**src/rtl/rob_pkg.sv**
```systemverilog
// Shared types and default sizes for the reorder buffer.
package rob_pkg;

  localparam int unsigned DefRobDepth     = 8;
  localparam int unsigned DefGprAddrWidth = 5;
  localparam int unsigned DefDataWidth    = 32;
  localparam int unsigned TW              = $clog2(DefRobDepth);

  typedef enum logic [1:0] {
    StEmpty = 2'd0,
    StWait  = 2'd1,
    StDone  = 2'd2
  } rob_state_e;

  typedef struct packed {
    rob_state_e                 state;
    logic [DefGprAddrWidth-1:0] dst_addr;
    logic                       dst_wen;
    logic [DefDataWidth-1:0]    data;
    logic                       br_taken;
    logic [DefDataWidth-1:0]    br_target;
    logic                       exp;
  } rob_entry_t;

endpackage

```
**src/rtl/rob_ptr.sv**
```systemverilog
// Wrap-bit ring pointer with equality / full compare against a peer pointer.
module rob_ptr #(
  parameter int unsigned TagW = rob_pkg::TW
) (
  input  logic          clk,
  input  logic          rst,
  input  logic          clr,
  input  logic          inc,
  input  logic [TagW:0] other_ptr,
  output logic [TagW:0] ptr,
  output logic          same,
  output logic          opposite
);

  logic [TagW:0] ptr_q;

  always_ff @(posedge clk) begin
    if (rst || clr) begin
      ptr_q <= '0;
    end else if (inc) begin
      ptr_q <= ptr_q + 1'b1;
    end
  end

  assign ptr      = ptr_q;
  assign same     = (ptr_q == other_ptr);
  assign opposite = (ptr_q[TagW-1:0] == other_ptr[TagW-1:0]) &&
                    (ptr_q[TagW] != other_ptr[TagW]);

endmodule

```
**src/rtl/rob.sv**
```systemverilog
// Reorder buffer: in-order allocate, out-of-order writeback, in-order single-entry retire.
module rob
  import rob_pkg::*;
#(
  parameter int unsigned ROB_DEPTH      = DefRobDepth,
  parameter int unsigned GPR_ADDR_WIDTH = DefGprAddrWidth,
  parameter int unsigned DATA_WIDTH     = DefDataWidth,
  localparam int unsigned TagW          = $clog2(ROB_DEPTH)
) (
  input  logic                      clk,
  input  logic                      rst,
  input  logic                      alloc_req,
  input  logic [GPR_ADDR_WIDTH-1:0] alloc_dst_addr,
  input  logic                      alloc_dst_wen,
  output logic                      alloc_ready,
  output logic                      allocate_en,
  output logic [TagW-1:0]           rob_alloc_tag_2rat,
  output logic [GPR_ADDR_WIDTH-1:0] rob_alloc_dst_addr_2rat,
  output logic                      rob_alloc_dst_wen_2rat,
  input  logic                      wb_en,
  input  logic [TagW-1:0]           wb_tag,
  input  logic [DATA_WIDTH-1:0]     wb_data,
  input  logic                      wb_br_taken,
  input  logic [DATA_WIDTH-1:0]     wb_br_target,
  input  logic                      wb_exp,
  input  logic [TagW-1:0]           rd1_tag,
  input  logic [TagW-1:0]           rd2_tag,
  output logic                      rd1_ready,
  output logic                      rd2_ready,
  output logic [DATA_WIDTH-1:0]     rd1_data,
  output logic [DATA_WIDTH-1:0]     rd2_data,
  output logic                      commit_dst_en,
  output logic [GPR_ADDR_WIDTH-1:0] rob_commit_dst_addr_2rat,
  output logic [TagW-1:0]           rob_commit_Paddr,
  output logic [DATA_WIDTH-1:0]     commit_data,
  output logic                      rob_commit_br_taken,
  output logic                      rob_commit_exp_en,
  output logic [DATA_WIDTH-1:0]     commit_redirect_pc
);

  // Entry field widths follow the package defaults.
  rob_entry_t entries_q [ROB_DEPTH];

  logic [TagW:0]   head_ptr, tail_ptr;
  logic            head_same, head_opp, tail_same, tail_opp;
  logic            empty, full, commit_fire, flush;
  logic [TagW-1:0] head_idx, tail_idx;
  rob_entry_t      head_e, rd1_e, rd2_e;
  logic            rd1_byp, rd2_byp;

  rob_ptr #(.TagW(TagW)) u_head_ptr (
    .clk      (clk),
    .rst      (rst),
    .clr      (flush),
    .inc      (commit_fire),
    .other_ptr(tail_ptr),
    .ptr      (head_ptr),
    .same     (head_same),
    .opposite (head_opp)
  );

  rob_ptr #(.TagW(TagW)) u_tail_ptr (
    .clk      (clk),
    .rst      (rst),
    .clr      (flush),
    .inc      (allocate_en),
    .other_ptr(head_ptr),
    .ptr      (tail_ptr),
    .same     (tail_same),
    .opposite (tail_opp)
  );

  // Both compares are symmetric, so either instance's view gives the same answer.
  assign empty    = head_same & tail_same;
  assign full     = head_opp & tail_opp;
  assign head_idx = head_ptr[TagW-1:0];
  assign tail_idx = tail_ptr[TagW-1:0];
  assign head_e   = entries_q[head_idx];

  assign commit_fire = !empty && (head_e.state == StDone);
  assign flush       = commit_fire && (head_e.br_taken || head_e.exp);
  assign alloc_ready = !full && !flush;
  assign allocate_en = alloc_req && alloc_ready;

  assign rob_alloc_tag_2rat      = tail_idx;
  assign rob_alloc_dst_addr_2rat = alloc_dst_addr;
  assign rob_alloc_dst_wen_2rat  = alloc_dst_wen;

  // Same-cycle bypass only for entries still awaiting their result.
  assign rd1_e     = entries_q[rd1_tag];
  assign rd2_e     = entries_q[rd2_tag];
  assign rd1_byp   = wb_en && (wb_tag == rd1_tag) && (rd1_e.state == StWait);
  assign rd2_byp   = wb_en && (wb_tag == rd2_tag) && (rd2_e.state == StWait);
  assign rd1_ready = rd1_byp || (rd1_e.state == StDone);
  assign rd2_ready = rd2_byp || (rd2_e.state == StDone);
  assign rd1_data  = rd1_byp ? wb_data : rd1_e.data;
  assign rd2_data  = rd2_byp ? wb_data : rd2_e.data;

  assign commit_dst_en            = commit_fire && !head_e.exp && head_e.dst_wen;
  assign rob_commit_exp_en        = commit_fire && head_e.exp;
  assign rob_commit_br_taken      = commit_fire && !head_e.exp && head_e.br_taken;
  assign rob_commit_dst_addr_2rat = commit_fire ? head_e.dst_addr : '0;
  assign rob_commit_Paddr         = head_idx;
  assign commit_data              = commit_fire ? head_e.data : '0;
  assign commit_redirect_pc       = (commit_fire && !head_e.exp) ? head_e.br_target : '0;

  // Alloc slot, wb slot and head never collide: tail is EMPTY when not full, head is DONE.
  always_ff @(posedge clk) begin
    if (rst) begin
      for (int i = 0; i < int'(ROB_DEPTH); i++) begin
        entries_q[i] <= '0;
      end
    end else if (flush) begin
      for (int i = 0; i < int'(ROB_DEPTH); i++) begin
        entries_q[i].state <= StEmpty;
      end
    end else begin
      if (allocate_en) begin
        entries_q[tail_idx].state     <= StWait;
        entries_q[tail_idx].dst_addr  <= alloc_dst_addr;
        entries_q[tail_idx].dst_wen   <= alloc_dst_wen;
        entries_q[tail_idx].data      <= '0;
        entries_q[tail_idx].br_taken  <= 1'b0;
        entries_q[tail_idx].br_target <= '0;
        entries_q[tail_idx].exp       <= 1'b0;
      end
      if (wb_en && (entries_q[wb_tag].state == StWait)) begin
        entries_q[wb_tag].state     <= StDone;
        entries_q[wb_tag].data      <= wb_data;
        entries_q[wb_tag].br_taken  <= wb_br_taken;
        entries_q[wb_tag].br_target <= wb_br_target;
        entries_q[wb_tag].exp       <= wb_exp;
      end
      if (commit_fire) begin
        entries_q[head_idx].state <= StEmpty;
      end
    end
  end

endmodule

```
**config.mk**
```make
export PLATFORM = sky130hd
export DESIGN_NAME = rob
export DESIGN_NICKNAME = d
export VERILOG_FILES = /design/src/rtl/rob_pkg.sv /design/src/rtl/rob_ptr.sv /design/src/rtl/rob.sv
export SDC_FILE = /design/constraint.sdc
export NUM_CORES = 1
export LEC_CHECK = 0
export BUFFER_PORTS_ARGS = -buffer_cell sky130_fd_sc_hd__buf_2
export CELL_PAD_IN_SITES_DETAIL_PLACEMENT = 0
export CELL_PAD_IN_SITES_GLOBAL_PLACEMENT = 1
export CORE_ASPECT_RATIO = 1.4
export CORE_MARGIN = 2
export CORE_UTILIZATION = 55
export DETAILED_ROUTE_END_ITERATION = 6
export HOLD_SLACK_MARGIN = 0.02
export MAX_ROUTING_LAYER = met4
export PLACE_DENSITY_LB_ADDON = 0.08
export SETUP_SLACK_MARGIN = 0.15
export SYNTH_ARGS = -nofsm -noshare
export SYNTH_HDL_FRONTEND = slang
export SYNTH_SLANG_ARGS = --single-unit
export TNS_END_PERCENT = 30
```
**constraint.sdc**
```tcl
create_clock -name clk -period 11 [get_ports clk]
set_input_delay 1.1 -clock clk [delete_from_list [all_inputs] [get_ports clk]]
set_output_delay 1.1 -clock clk [all_outputs]
set_load 0.02 [all_outputs]
```
==> results of run 1 <==
==> state kept, by name (all words and copies together) (netlist names), named ones only <==
name / flops
entries_q: 592
u_head_ptr.ptr: 4
u_tail_ptr.ptr: 4
==> layout make-up <==
class | count | area [um2] | area share (%)
repair buffers | 262 | 1381 | 3.867
inverters | 3 | 12.51 | 0.03503
flip-flops and latches | 603 | 17850 | 49.97
diodes | 11 | 27.53 | 0.07706
multi-input cells | 1466 | 13610 | 38.09
well taps | 749 | 937.1 | 2.624
clock inverters | 32 | 439.2 | 1.229
clock buffers | 71 | 1468 | 4.109
==> logic make-up (layout without fill, tap and decap cells) <==
logic type,count (synthesis),in the layout,share of synthesized area [%]
XOR/XNOR,16,16,0.4575
multiplexers,356,356,21.99
adder cells (fa/ha/maj),2,2,0.07754
AO/OA/AOI/OAI,198,198,3.773
other,0,11,0
AND/OR/NAND/NOR,894,894,15.55
buffers and inverters,199,368,2.873
flip-flops,603,603,55.28
==> cells in the mapped netlist, types with 18 or more instances <==
| library cell | number |
|---|---|
| buf_4 | 18 |
| nand2_1 | 218 |
| and2_1 | 578 |
| buf_1 | 18 |
| o21ai_0 | 65 |
| clkbuf_2 | 26 |
| nor2_1 | 22 |
| buf_2 | 34 |
| dfxtp_1 | 27 |
| mux2i_1 | 70 |
| mux4_2 | 282 |
| a21oi_1 | 92 |
| edfxtp_1 | 576 |
| clkbuf_1 | 95 |
==> metal layers <==
layer	up-vias	track usage, %	wire, um
li1	8798	-	-
met1	10220	35.64	32220
met2	795	53.94	47540
met3	217	4.928	6369
met4	0	12.04	3541
met5	-	-	0
==> stage by stage <==
stage | std cells | hold WS (ns) | setup slack (ns) | util [%]
2_1_floorplan | 2268 | 0.4641 | 6.587 | -
6_report | 3197 | 0.5718 | 5.012 | 61.24
5_1_grt | 3197 | 0.5800 | 4.591 | 61.24
4_1_cts | 3186 | 0.5639 | 4.879 | 61.19
3_5_place_dp | 3083 | 0.5544 | 5.574 | 57.92
3_3_place_gp | 3083 | 0.5222 | 5.709 | 57.92
==> worst max-delay path, stage by stage, from the launching register on <==
cell      delay (ns)
dfxtp_4         0.72
buf_4           0.88
nand3b_1        0.17
a21oi_1         0.33
o221a_2         0.68
nand2_2         0.67
a21oi_1         0.40
buf_2           0.22
==> power by group through the flow <==
stage	Sequential, mW	Clock (mW)	Combinational (mW)
3_3_place_gp	2.69	0	0.426
6_report	2.65	2.05	0.427
2_1_floorplan	2.68	0	0.277
5_1_grt	2.66	2.16	0.455
3_5_place_dp	2.70	0	0.430
4_1_cts	2.65	2.07	0.430
==> worst max path at each step <==
stage / cells after the start / slack [ns] / to / from
6_report: 7 / 5.01 / commit_redirect_pc[22] / flop
4_1_cts: 7 / 4.88 / rob_commit_br_taken / flop
3_3_place_gp: 7 / 5.71 / rob_commit_br_taken / flop
3_5_place_dp: 7 / 5.57 / rob_commit_br_taken / flop
5_1_grt: 7 / 4.59 / rob_commit_br_taken / flop
2_1_floorplan: 5 / 6.59 / entries_q[1][0] / rst
==> flow_metrics.py, run 1 <==
metrics = {
    "clock_tree": {
        "max-clock-path-buffers": 3,
        "cts_tree": "done",
        "clk_pin_slew_ns": 0.06,
        "htreeDepth": 2,
        "cts.sinks": 603,
        "cts_setup_buffers": 0,
        "cts_resized": 0,
        "holdBufCountCts": 0,
        "numCtsBuffers": 56,
        "clock-root-buffer": "clkbuf_16",
        "worstSkewPairLatency_ns": 0.64,
    },
    "synth": {
        "yosys-top-cells-area": "edfxtp_1, mux4_2, and2_1",
        "synth.net_count": 2355,
        "synthDistinctLibCells": 58,
        "syn_area_mm2": 0.03227,
        "ys.flop_type": "edfxtp_1",
        "ys_seq_area_share_pct": 55.28,
        "async_flop_share_pct": 0,
        "yosys_warnings": 0,
        "synth-edff-count": 576,
        "synth_area_per_cell_um2": 14.23,
        "synth_seq_cells": 603,
        "synth_top_area_share_pct": 53.60,
        "syn-instance-count": 2268,
        "synth_top_cell_by_area": "edfxtp_1",
    },
    "power_and_ir_drop": {
        "p_sw_share_pct": 22.96,
        "finalPower_mw": 5.129,
        "pwr-share-clk_pct": 40.1,
        "p_per_area_mw_per_mm2": 143.6,
        "pwr-share-seq_pct": 51.6,
        "ir_drop_mv": 0.1448,
        "combPwrFrac_pct": 8.3,
        "p_int_mw": 3.952,
        "switchingPower_mw": 1.178,
        "p_leak_nw": 13.03,
    },
    "place": {
        "dp_hpwl_um": 51240,
        "gp_congestion": 0.8736,
        "io_buffers": 236,
        "placed_area_mm2": 0.03379,
    },
    "sta": {
        "max-slew-margin-rel_pct": 24.58,
        "rsz0062_at_grt": "false",
        "fin_crit_sh_pct": 54.44,
        "max_freq_mhz": 167.0,
        "final_max_slew_viol_count": 0,
        "fin_crit_ns": 5.988,
        "clock_skew_ns": 0.02746,
        "setup_viol_count_final": 0,
        "worst_pin_slew_ns": 1.131,
        "hold_violations": 0,
        "tns_ns": 0,
    },
    "grt": {
        "antenna_found_initial": 12,
        "grt-ovfl-total": 0,
        "grtUsageTotal_pct": 30.83,
        "grt_start_max_net_pins": 70,
        "grt_pass1_wl_um": 133500,
        "grt_pass1_vias": 21090,
    },
    "finish": {
        "syn2layout_area_growth_pct": 10.70,
        "layout_common_cells": "and2_1, edfxtp_1, mux4_2, buf_2, nand2_1",
        "final_common_cell": "and2_1",
        "post-route-cell-area_mm2": 0.03572,
        "fill_cells": 4584,
        "fin_nets": 2479,
        "layout-drive-gt1-share_pct": 27.57,
    },
    "floorplan": {
        "die_w_um": 208.7,
        "rows": 105,
        "die-area_mm2": 0.06065,
        "coreArea_mm2": 0.05833,
        "die_h_um": 290.6,
        "ioPinCount": 237,
        "initial_core_util_pct": 55.32,
    },
    "detailed_routing": {
        "vias": 20030,
        "viasPerCell": 6.266,
        "ant_nets": 0,
        "drt_wl_total_um": 89670,
        "wire_per_inst_um": 28.05,
        "drc": 0,
        "drtPass1Iterations": 5,
        "drt_iter0_markers": 1694,
    },
    "flow_run": {
        "maxCapViolCount": 0,
    },
    "setup_path": {
        "r2r_setup_slack_ns": 5.63,
        "crit_required_ns": 9.90,
        "cp-end-kind": "output pin",
        "critPathKind": "reg -> out",
        "worst_r2r_endpoint": "entries_q[1][12]",
        "path_max_fanout": 52,
        "rr_worst_depth": 7,
        "crit_arrival_ns": 4.89,
        "start_kind": "flop",
    },
    "min_path": {
        "worstHoldStart": "entries_q[7][73]",
        "whs_endpoint": "entries_q[7][73]",
        "hold_class": "reg -> reg",
        "whs_path_depth": 2,
    },
    "outcome": {
        "status": "finished, final reports clean",
    },
}
(Power assumes the default switching activity.)
==> run 2: changes to the inputs <==
--- a/config.mk
+++ b/config.mk
@@ -5,12 +5,13 @@
 export SDC_FILE = /design/constraint.sdc
 export NUM_CORES = 1
 export LEC_CHECK = 0
+export ABC_AREA = 1
 export BUFFER_PORTS_ARGS = -buffer_cell sky130_fd_sc_hd__buf_2
 export CELL_PAD_IN_SITES_DETAIL_PLACEMENT = 0
 export CELL_PAD_IN_SITES_GLOBAL_PLACEMENT = 1
 export CORE_ASPECT_RATIO = 1.4
 export CORE_MARGIN = 2
-export CORE_UTILIZATION = 55
+export CORE_UTILIZATION = 42
 export DETAILED_ROUTE_END_ITERATION = 6
 export HOLD_SLACK_MARGIN = 0.02
 export MAX_ROUTING_LAYER = met4
==> constraint.sdc (replaced) <==
create_clock -name clk -period 5 [get_ports clk]
set_input_delay 0.5 -clock clk [delete_from_list [all_inputs] [get_ports clk]]
set_output_delay 0.5 -clock clk [all_outputs]
set_load 0.02 [all_outputs]
==> run 2 against run 1 <==
  * Synthesized area decreased by 0.23%
  * Cell count is 50% higher
  * Flip-flop and latch count is the same
  * Critical path depth rose by 6
  * First-iteration DRC count increased by 43%
  * Final area grew 1.5%
  * Routed wire length grew 30%
  * Clock power up 130%
  * Largest cell class unchanged
  * Largest power group unchanged
  * Highest routed layer unchanged
==> flow_metrics.py, run 2 <==
metrics = {
    "outcome": {
        "status": "finished, final reports clean",
    },
    "setup_path": {
        "path_max_fanout": 37,
        "critPathKind": "reg -> out",
        "critPathSlowestCell": "dfxtp_4",
        "crit_required_ns": 4.50,
        "crit_arrival_ns": 3.82,
        "crit_chain": "inv_8 > nand3_1 > nand3_1 > nand2_1 > nand2_1 > nand2_1 > nor2_4 > inv_2 > a21oi_1 > clkinv_1 > buf_12 > a211oi_1 > buf_2",
        "critical-path-top-delay-family": "buffers and inverters",
        "start_kind": "flop",
        "cp-end-kind": "output pin",
        "path_common_cell": "nand2_1",
        "worst-path-buf-inv": 5,
        "max_stage_delay_ns": 0.49,
    },
    "finish": {
        "layout_common_cells": "nor2_1, edfxtp_1, a21oi_1, o21ai_0, nand2_1",
        "largest_reg_flops": 592,
        "multi_input_comb_area_mm2": 0.01226,
        "fill_cells": 7402,
        "utilization_pct": 47.55,
        "top_register": "entries_q",
        "fin_nets": 3867,
        "syn2layout_area_growth_pct": 12.66,
        "final_common_cell": "nor2_1",
        "layout-drive-gt1-share_pct": 11.58,
        "seq_area_mm2": 0.01785,
    },
    "synth": {
        "ys_top_cells_by_count": "nor2_1, edfxtp_1, a21oi_1, o21ai_0, nand2_1",
        "synth-edff-count": 576,
        "synth_area_per_cell_um2": 8.661,
        "yosys-top-cells-area": "edfxtp_1, nor2_1, a21oi_1",
        "synth_top_area_share_pct": 53.73,
        "synthDistinctLibCells": 46,
        "yosys_warnings": 0,
        "ys_seq_area_share_pct": 55.41,
        "syn_area_mm2": 0.03219,
        "synth_seq_cells": 603,
        "synth.most_common_cell": "nor2_1",
        "syn-instance-count": 3717,
        "ys.flop_type": "edfxtp_1",
        "synth_top_cell_by_area": "edfxtp_1",
        "async_flop_share_pct": 0,
        "synth.net_count": 3804,
    },
    "grt": {
        "grtUsageTotal_pct": 29.87,
        "grt_start_max_net_pins": 132,
        "grt-ovfl-total": 0,
        "antenna_found_initial": 5,
        "grt_pass1_wl_um": 173900,
        "grt_pass1_vias": 28400,
    },
    "clock_tree": {
        "worstSkewPairLatency_ns": 0.68,
        "numCtsBuffers": 61,
        "max-clock-path-buffers": 3,
        "cts_setup_buffers": 0,
        "holdBufCountCts": 0,
        "clock-root-buffer": "clkbuf_16",
        "cts_tree": "done",
        "cts.sinks": 603,
        "htreeDepth": 2,
        "cts_resized": 0,
        "clk_pin_slew_ns": 0.07,
    },
    "floorplan": {
        "die-area_mm2": 0.07891,
        "initial_core_util_pct": 42.21,
        "coreArea_mm2": 0.07627,
        "die_w_um": 238.0,
        "die_h_um": 331.6,
        "rows": 120,
        "ioPinCount": 237,
    },
    "power_and_ir_drop": {
        "p_per_area_mw_per_mm2": 319.5,
        "finalPower_mw": 11.59,
        "ir_drop_mv": 0.3132,
        "p_leak_nw": 14.30,
    },
    "place": {
        "gp_congestion": 0.8556,
        "io_buffers": 236,
        "dp_hpwl_um": 68040,
    },
    "sta": {
        "setup_viol_count_final": 0,
        "max-slew-margin-rel_pct": 26.84,
        "final_max_slew_viol_count": 0,
        "fin_crit_ns": 4.323,
        "fin_crit_sh_pct": 86.46,
        "clock_skew_ns": 0.02451,
        "rsz0062_at_grt": "false",
        "hold_violations": 0,
        "max_freq_mhz": 231.3,
        "worst_pin_slew_ns": 1.097,
        "tns_ns": 0,
    },
    "min_path": {
        "hold_class": "in -> reg",
    },
    "detailed_routing": {
        "drt_wl_total_um": 116200,
        "wire_per_inst_um": 24.17,
        "viasPerCell": 5.886,
        "ant_nets": 0,
        "drt_iter0_markers": 2421,
        "vias": 28290,
        "drc": 0,
        "drtPass1Iterations": 5,
    },
    "flow_run": {
        "maxCapViolCount": 0,
    },
}
run 2: cell types whose count changed in the layout (fill, tap and decap cells not counted), moves of 36 or more:
cell and change:
nor2_1 +801, and2_1 -578, a21oi_1 +446, o21ai_0 +360, mux4_2 -282, inv_1 +214
nand2_1 +192, o211ai_1 +122, mux2i_1 -70, clkinv_1 +39, a22oi_1 +37, a32o_1 +37
a211oi_1 +36
run 2: kinds of logic after synthesis:
family | after synthesis | synth area share [%]
flops | 603 | 55.41
xor+xnor | 6 | 0.1633
compound gates | 1220 | 21.23
fa+ha+maj | 2 | 0.07772
buf+inv | 571 | 7.089
simple gates | 1315 | 16.03
run 2: final cells by class:
type / count / area share [%]
multi-input combinational: 2543 / 33.79
tap: 976 / 3.367
sequential: 603 / 49.20
timing repair buffer: 312 / 5.430
clock buffer: 74 / 4.343
antenna: 5 / 0.03450
inverter: 259 / 2.722
clock inverter: 35 / 1.104
run 2: per-layer routing:
metal / vias up / routed length (um) / share of wire, % / global-route usage, %
li1: 13010 / - / - / -
met1: 13910 / 46120 / 40 / 35.46
met2: 1120 / 58780 / 51 / 51.28
met3: 257 / 7037 / 6.1 / 4.070
met4: 0 / 4236 / 3.6 / 11.68
met5: - / 0 / 0 / -
run 2: worst paths after layout:
check                     from                     end  slack (ns)  depth (start not counted)
max                       flop  commit_redirect_pc[27]        0.68                         13
min            wb_br_target[8]         entries_q[5][9]        0.23                          3
max reg2reg               flop         entries_q[2][7]        1.25                         13
min reg2reg  u_tail_ptr.ptr[3]       u_tail_ptr.ptr[3]        0.52                          2
run 2: report_power, final:
group | switching (mW) | leakage (nW) | internal (mW)
clock | 2.06 | 0.959 | 2.60
sequential | 0.0778 | 6.19 | 5.71
combinational | 0.827 | 7.14 | 0.304
total | 2.97 | 14.3 | 8.62
run 2: tightest hold or removal path: cells and delay by family:
| kind | cells | cell delay [ns] |
|---|---|---|
| simple gates | 1 | 0.12 |
| buf+inv | 2 | 0.18 |
run 2: stage by stage:
step                instance area [um2]  hold slack, ns  instances  worst slack [ns]
CTS                               36260          0.2051       4802            0.6801
global placement                  34280          0.4932       4693             1.253
floorplan                         32190          0.4570       3717            0.7738
finish                            36270          0.2327       4807            0.6771
global route                      36270          0.2386       4807            0.4186
detailed placement                34280          0.5152       4693             1.195
==> run 3: changes to the inputs <==
--- a/config.mk
+++ b/config.mk
@@ -6,12 +6,12 @@
 export NUM_CORES = 1
 export LEC_CHECK = 0
 export ABC_AREA = 1
+export ABC_CLOCK_PERIOD_IN_PS = 4100
 export BUFFER_PORTS_ARGS = -buffer_cell sky130_fd_sc_hd__buf_2
 export CELL_PAD_IN_SITES_DETAIL_PLACEMENT = 0
 export CELL_PAD_IN_SITES_GLOBAL_PLACEMENT = 1
-export CORE_ASPECT_RATIO = 1.4
 export CORE_MARGIN = 2
-export CORE_UTILIZATION = 42
+export CORE_UTILIZATION = 47
 export DETAILED_ROUTE_END_ITERATION = 6
 export HOLD_SLACK_MARGIN = 0.02
 export MAX_ROUTING_LAYER = met4
==> constraint.sdc (replaced) <==
create_clock -name clk -period 4.1 [get_ports clk]
set_input_delay 0.41 -clock clk [delete_from_list [all_inputs] [get_ports clk]]
set_output_delay 0.41 -clock clk [all_outputs]
set_load 0.02 [all_outputs]
==> run 3 against run 2 <==
  * First-iteration DRC count rose by 26%
  * Register-to-register slack lost 0.76 ns
  * Clock-buffer cell count grew 10
  * Via count barely moved
  * Clock power is 31% higher
  * Sequential share of layout area fell by 0.25 points
  * Total power up 25%
  * Sequential power rose by 22%
  * Setup slack worse by 0.35 ns
  * Hold slack worse by 0.038 ns
  * Critical path type unchanged
  * Critical endpoint is now commit_redirect_pc[7]
  * Largest cell class unchanged
  * Largest power group unchanged
==> flow_metrics.py, run 3 (same netlist as run 2, synthesis figures left out) <==
metrics = {
    "setup_path": {
        "critPathKind": "reg -> out",
        "r2r_setup_slack_ns": 0.49,
        "crit_required_ns": 3.69,
        "cp-end-kind": "output pin",
        "crit_arrival_ns": 3.37,
        "path_max_fanout": 94,
        "endpoint": "commit_redirect_pc[7]",
        "start_kind": "flop",
        "worst_r2r_endpoint": "entries_q[3][10]",
        "rr_worst_depth": 14,
    },
    "power_and_ir_drop": {
        "p_leak_nw": 14.43,
        "p_per_area_mw_per_mm2": 398.4,
        "ir_drop_mv": 0.3394,
    },
    "finish": {
        "final_common_cell": "nor2_1",
        "largest_reg_flops": 592,
        "fin_nets": 3867,
        "top_register": "entries_q",
        "fill_cells": 6271,
        "layout-drive-gt1-share_pct": 11.82,
        "layout_common_cells": "nor2_1, edfxtp_1, a21oi_1, o21ai_0, nand2_1",
        "syn2layout_area_growth_pct": 13.22,
    },
    "grt": {
        "grt_pass1_wl_um": 164500,
        "grt-ovfl-total": 0,
        "grtUsageTotal_pct": 31.36,
        "antenna_found_initial": 6,
        "grt_start_max_net_pins": 253,
        "grt_pass1_vias": 27560,
    },
    "floorplan": {
        "die_w_um": 265.7,
        "initial_core_util_pct": 47.68,
        "rows": 95,
        "die_h_um": 265.7,
        "ioPinCount": 237,
        "coreArea_mm2": 0.06751,
        "die-area_mm2": 0.07061,
    },
    "clock_tree": {
        "numCtsBuffers": 69,
        "worstSkewPairLatency_ns": 0.62,
        "clk_pin_slew_ns": 0.06,
        "cts.sinks": 603,
        "cts_tree": "done",
        "max-clock-path-buffers": 3,
        "holdBufCountCts": 0,
        "htreeDepth": 3,
        "clock-root-buffer": "clkbuf_16",
    },
    "place": {
        "gp_congestion": 0.8933,
        "dp_hpwl_um": 61340,
        "io_buffers": 236,
    },
    "detailed_routing": {
        "drc": 0,
        "ant_nets": 0,
        "drt_iter0_markers": 3054,
        "viasPerCell": 6.014,
        "drt_wl_total_um": 108800,
        "drtPass1Iterations": 6,
        "wire_per_inst_um": 23.11,
        "vias": 28320,
    },
    "sta": {
        "holdWs_ns": 0.1946,
        "hold_violations": 0,
        "clock_skew_ns": 0.02868,
        "rsz0062_at_grt": "false",
        "tns_ns": 0,
        "worst_pin_slew_ns": 1.484,
        "fin_crit_ns": 3.777,
        "max-slew-margin-rel_pct": 1.087,
        "fin_crit_sh_pct": 92.12,
        "final_max_slew_viol_count": 0,
        "max_freq_mhz": 264.8,
        "setup_viol_count_final": 0,
    },
    "flow_run": {
        "maxCapViolCount": 0,
    },
    "outcome": {
        "status": "finished, final reports clean",
    },
    "min_path": {
        "hold_class": "in -> reg",
    },
}
run 3: what timing repair did:
item | CTS | global route
endpoints found under the setup margin | 6 | 120
pin swaps | 0 | 0
buffers inserted | 0 | 1
hold endpoints to repair | 0 | 0
gates resized for setup | 1 | 6
run 3: power by group:
group	switching, mW	internal (mW)
sequential	0.0951	6.97
clock	2.61	3.48
combinational	0.984	0.376
run 3: area by class of cell:
class                   count  area, um2  area share, %
clock inverters            38      384.1          1.054
diodes                      5      12.51        0.03433
well taps                 873       1092          2.997
flip-flops and latches    603      17850          48.96
clock buffers              84       1804          4.950
inverters                 259      992.2          2.722
repair buffers            304       2042          5.602
multi-input cells        2543      12280          33.68
run 3: stage by stage:
stage | setup slack [ns] | cells | instance area (um2) | utilization [%] | power (mW)
6_report | 0.3231 | 4709 | 36450 | 53.99 | 14.52
5_1_grt | 0.1592 | 4709 | 36450 | 53.99 | 14.98
4_1_cts | 0.04541 | 4703 | 36390 | 53.90 | 14.57
3_5_place_dp | 0.3522 | 4581 | 34200 | 50.65 | 8.539
3_3_place_gp | 0.4373 | 4581 | 34200 | 50.65 | 8.511
2_1_floorplan | 0.07996 | 3717 | 32210 | - | 8.008
run 3: how the worst min path moves through the flow:
stage,from,endpoint,slack (ns),depth (start not counted)
after floorplan,entries_q[2][72],entries_q[2][72],0.46,2
after global placement,entries_q[2][72],entries_q[2][72],0.48,2
after detailed placement,entries_q[2][72],entries_q[2][72],0.50,2
after CTS,wb_br_target[27],entries_q[1][28],0.17,3
after global routing,wb_br_target[27],entries_q[2][28],0.21,3
final,wb_br_target[27],entries_q[1][28],0.19,3
run 3: critical path: stages, from the launching register on:
cell and delay, ns:
dfxtp_4 0.63, buf_4 0.87, a21oi_1 0.15, a22oi_1 0.26, nor2_1 0.07, a211oi_1 0.44
buf_2 0.26
run 3: metal layers:
| layer | up-vias | wire [um] | track usage [%] | part of all wire, % |
|---|---|---|---|---|
| met5 | - | 0 | - | 0 |
| met4 | 0 | 3680 | 11.87 | 3.4 |
| met3 | 246 | 8126 | 4.381 | 7.5 |
| met2 | 1280 | 52050 | 50.58 | 48 |
| met1 | 13770 | 44970 | 40.39 | 41 |
| li1 | 13030 | - | - | - |
